<file path="src/rtl/top_without_bc.sv">
// ============================================================================
// top_without_bc : N-bit ripple-carry add/subtract with registered outputs
// Optional macro ADDER_OVF_EN adds a registered signed-overflow output pin_ovf.
// Revision: 1.0
// ============================================================================
`default_nettype none

module full_adder_cell (
    input  logic a,
    input  logic b,
    input  logic ci,
    output logic s,
    output logic co
);
    assign s  = a ^ b ^ ci;
    assign co = (a & b) | (ci & (a ^ b));
endmodule

module top_without_bc #(
    parameter int N = 16
) (
    input  logic         pin_clk,
    input  logic         pin_rst_n,
    input  logic [N-1:0] pin_a,
    input  logic [N-1:0] pin_b,
    input  logic         pin_cin,
    input  logic         pin_sel,
    output logic [N-1:0] pin_sum,
    output logic         pin_co
`ifdef ADDER_OVF_EN
    ,
    output logic         pin_ovf
`endif
);
    logic [N-1:0] w_b_eff;
    logic [N:0]   w_c;
    logic [N-1:0] w_s;

    // Subtract is A + ~B + ~cin, so both B and the carry-in are inverted by sel.
    assign w_b_eff = pin_b ^ {N{pin_sel}};
    assign w_c[0]  = pin_cin ^ pin_sel;

    generate
        for (genvar i = 0; i < N; i++) begin : g_cell
            full_adder_cell u_fa (
                .a  (pin_a[i]),
                .b  (w_b_eff[i]),
                .ci (w_c[i]),
                .s  (w_s[i]),
                .co (w_c[i+1])
            );
        end
    endgenerate

    always_ff @(posedge pin_clk) begin
        if (!pin_rst_n) begin
            pin_sum <= '0;
            pin_co  <= 1'b0;
        end else begin
            pin_sum <= w_s;
            pin_co  <= w_c[N];
        end
    end

`ifdef ADDER_OVF_EN
    always_ff @(posedge pin_clk) begin
        if (!pin_rst_n) begin
            pin_ovf <= 1'b0;
        end else begin
            pin_ovf <= w_c[N] ^ w_c[N-1];
        end
    end
`endif

endmodule

`default_nettype wire

</file>
<file path="config.mk">
export PLATFORM = sky130hd
export DESIGN_NAME = top_without_bc
export DESIGN_NICKNAME = d
export VERILOG_FILES = /design/src/rtl/top_without_bc.sv
export SDC_FILE = /design/constraint.sdc
export NUM_CORES = 1
export LEC_CHECK = 0
export ABC_AREA = 1
export CAP_MARGIN = 20
export CORE_MARGIN = 2
export CORE_UTILIZATION = 37
export CTS_BUF_LIST = sky130_fd_sc_hd__clkbuf_8
export DETAILED_ROUTE_END_ITERATION = 10
export PLACE_DENSITY = 0.73
export SLEW_MARGIN = 0
export SYNTH_ARGS = -nofsm -noshare
export SYNTH_HDL_FRONTEND = slang
export SYNTH_SLANG_ARGS = --single-unit
</file>
<file path="constraint.sdc">
create_clock -name pin_clk -period 10 [get_ports pin_clk]
set_clock_uncertainty 0.15 [all_clocks]
set_input_delay 1.5 -clock pin_clk [delete_from_list [all_inputs] [get_ports pin_clk]]
set_output_delay 1.5 -clock pin_clk [all_outputs]
set_load 0.005 [all_outputs]
</file>
==> results.yml <==
global_route:
  grt_max_degree: 18
  grt_first_pass_wirelength_microns: 3800
  antenna_found_initial: 0
  first_global_vias: 973
  grt_overflow: 0
  track_usage_pct: 14.6
logic_synthesis:
  synth_seq_cells: 17
  syn_avg_cell_area_sq_um: 7.88
  syn-cell-area_sq_mm: 0.00114
  ys_types: 11
  yosysWarnings: 0
  yosysSeqAreaShare_pct: 29.8
  synth_cells: 145
  syn_nets: 197
finish:
  fill_cells: 302
  drive_above_1_share_pct: 5.56
  postLayoutCellArea_sq_mm: 0.00170
  diodes: 0
  seq_area_sq_um: 340
  mostFrequentLayoutCells: "52 x clkdlybuf4s50_1, 50 x nand2_1, 39 x inv_1"
  area_growth_pct: 48.8
  final_common_cell: "clkdlybuf4s50_1"
  multi_input_area_sq_um: 588
  fin_nets: 251
floorplanning:
  core_sq_mm: 0.00300
  die_area_sq_mm: 0.00355
  die_x_microns: 59.6
  die_h_microns: 59.6
  start_util_pct: 38.0
  rows: 20
  pin_count: 53
worst_setup_path:
  crit_required_ns: 10.00
  crit_fanout: 17
  critical-path-slowest-cell: "clkdlybuf4s50_1"
  start_kind: "primary input"
  criticalPathCategory: "in2reg"
  worst_setup_path_end_kind: "flip-flop"
  crit_top_cell: "fa_1"
  critPathMaxStageDelay_ns: 0.69
  critical_path_arrival_ns: 8.80
placed_design:
  gp_congestion: 0.769
  hpwl_microns: 2050
  portBuffers: 52
  dpl-instance-area_sq_mm: 0.00166
job:
  maxCapViolCount: 0
cts:
  htree_num_levels: 1
  cts_tree: "done"
  postCtsSetupBuffers: 0
  cts_buffers: 3
  clock_sinks: 17
  cts_root_buf: "clkbuf_8"
  cts-hold-fix-buffers: 0
  cts_buffer_depth: 2
  cts_resized: 0
  cts.clk_slew.worst_paths_ns: 0.07
route:
  firstDrtPassIters: 4
  via_per_inst: 4.32
  wire_per_inst_microns: 10.4
  drc: 0
  vias: 999
  drt_iter0_markers: 11
  drtAntennaViolNets: 0
  drt_wl_total_microns: 2410
status:
  status: "complete, no violations"
power:
  p_int_w: 0.000149
  p_leak_nw: 0.899
  p_per_area_mw_per_mm2: 120
  peakVddDrop_v: 0.0000476
  sw_frac_of_total_pct: 27.1
  power.switching_w: 0.0000555
  power.share.clock_pct: 24.6
  power_frac_seq_pct: 39.5
  p_comb_share_pct: 35.9
min_path:
  hold_class: "in2reg"
  min_path_cells: 3
  worstHoldEndpoint: "pin_sum[15]"
  hold_start: "pin_rst_n"
sta:
  relSlewSlack_pct: 63.0
  setup_viol: 0
  rsz0062_at_grt: "false"
  max_freq_mhz: 114
  finalSetupTns_ns: 0
  fin_crit_sh_pct: 88.0
  worst_pin_slew_ns: 0.553
  hold_violations: 0
  slew_violations: 0
  min_period_ns: 8.80
per-stage QoR:
stage	std cells	hold slack (ns)	power [W]	utilization (%)	setup WS, ns
after floorplan	145	1.44	0.000116	-	2.06
after global placement	227	2.02	0.000155	55.1	1.05
after detailed placement	227	2.03	0.000157	55.1	0.889
after CTS	231	1.76	0.000208	56.6	1.16
after global routing	231	1.79	0.000220	56.6	0.833
final	231	1.76	0.000205	56.6	1.20
area by class of cell:
| type | count | area share, % |
|---|---|---|
| Clock inverter | 1 | 0.221 |
| Inverter | 40 | 9.27 |
| Timing Repair Buffer | 53 | 31.1 |
| Clock buffer | 3 | 2.43 |
| Multi-Input combinational cell | 84 | 34.6 |
| Tap cell | 33 | 2.43 |
| Sequential cell | 17 | 20.0 |
Yosys cell counts:
cell type | instances | share of area [%]
inv_8 | 1 | 0.99
nand2_2 | 5 | 2.7
inv_2 | 1 | 0.33
inv_1 | 38 | 12
dfxtp_1 | 17 | 30
buf_6 | 2 | 2.0
clkbuf_8 | 1 | 1.2
nand2_1 | 50 | 16
fa_1 | 16 | 28
buf_12 | 1 | 1.8
nor2_1 | 13 | 4.3
critical path, delay by kind of cell:
| kind | cells | cell delay, ns |
|---|---|---|
| buffers and inverters | 7 | 1.24 |
| adders and majority gates | 16 | 5.84 |
| and+or+nand+nor | 3 | 0.24 |
sequential cells by signal (all words and copies together) (netlist names):
signal and count:
pin_sum 16, pin_co 1
per-layer routing:
metal	part of all wire (%)	GRT usage (%)
met1	39	15.1
met2	55	27.9
met3	5.0	2.18
met5	0	0
met4	1.1	7.62
power by group through the flow:
stage	Sequential, W	Combinational, W	Clock [W]
2_1_floorplan	0.0000838	0.0000325	0
3_3_place_gp	0.0000822	0.0000723	0
3_5_place_dp	0.0000826	0.0000744	0
4_1_cts	0.0000810	0.0000748	0.0000518
5_1_grt	0.0000815	0.0000832	0.0000548
6_report	0.0000808	0.0000736	0.0000504
how the worst max path moves through the flow:
stage                  end    start  depth (start not counted)  slack, ns
6_report       pin_sum[15]  pin_sel                         26       1.20
5_1_grt        pin_sum[15]  pin_sel                         26       0.83
4_1_cts        pin_sum[15]  pin_sel                         26       1.16
3_5_place_dp   pin_sum[15]  pin_sel                         26       0.89
3_3_place_gp   pin_sum[15]  pin_sel                         26       1.05
2_1_floorplan  pin_sum[15]  pin_sel                         26       2.06
cells by family (layout without fill, tap and decap cells):
group / Yosys count / count (layout) / share of synthesized area (%)
buffers and inverters: 44 / 97 / 18.7
adders and majority gates: 16 / 16 / 28.0
and+or+nand+nor: 68 / 68 / 23.4
DFF: 17 / 17 / 29.8
Power figures use the tool's default switching activity.
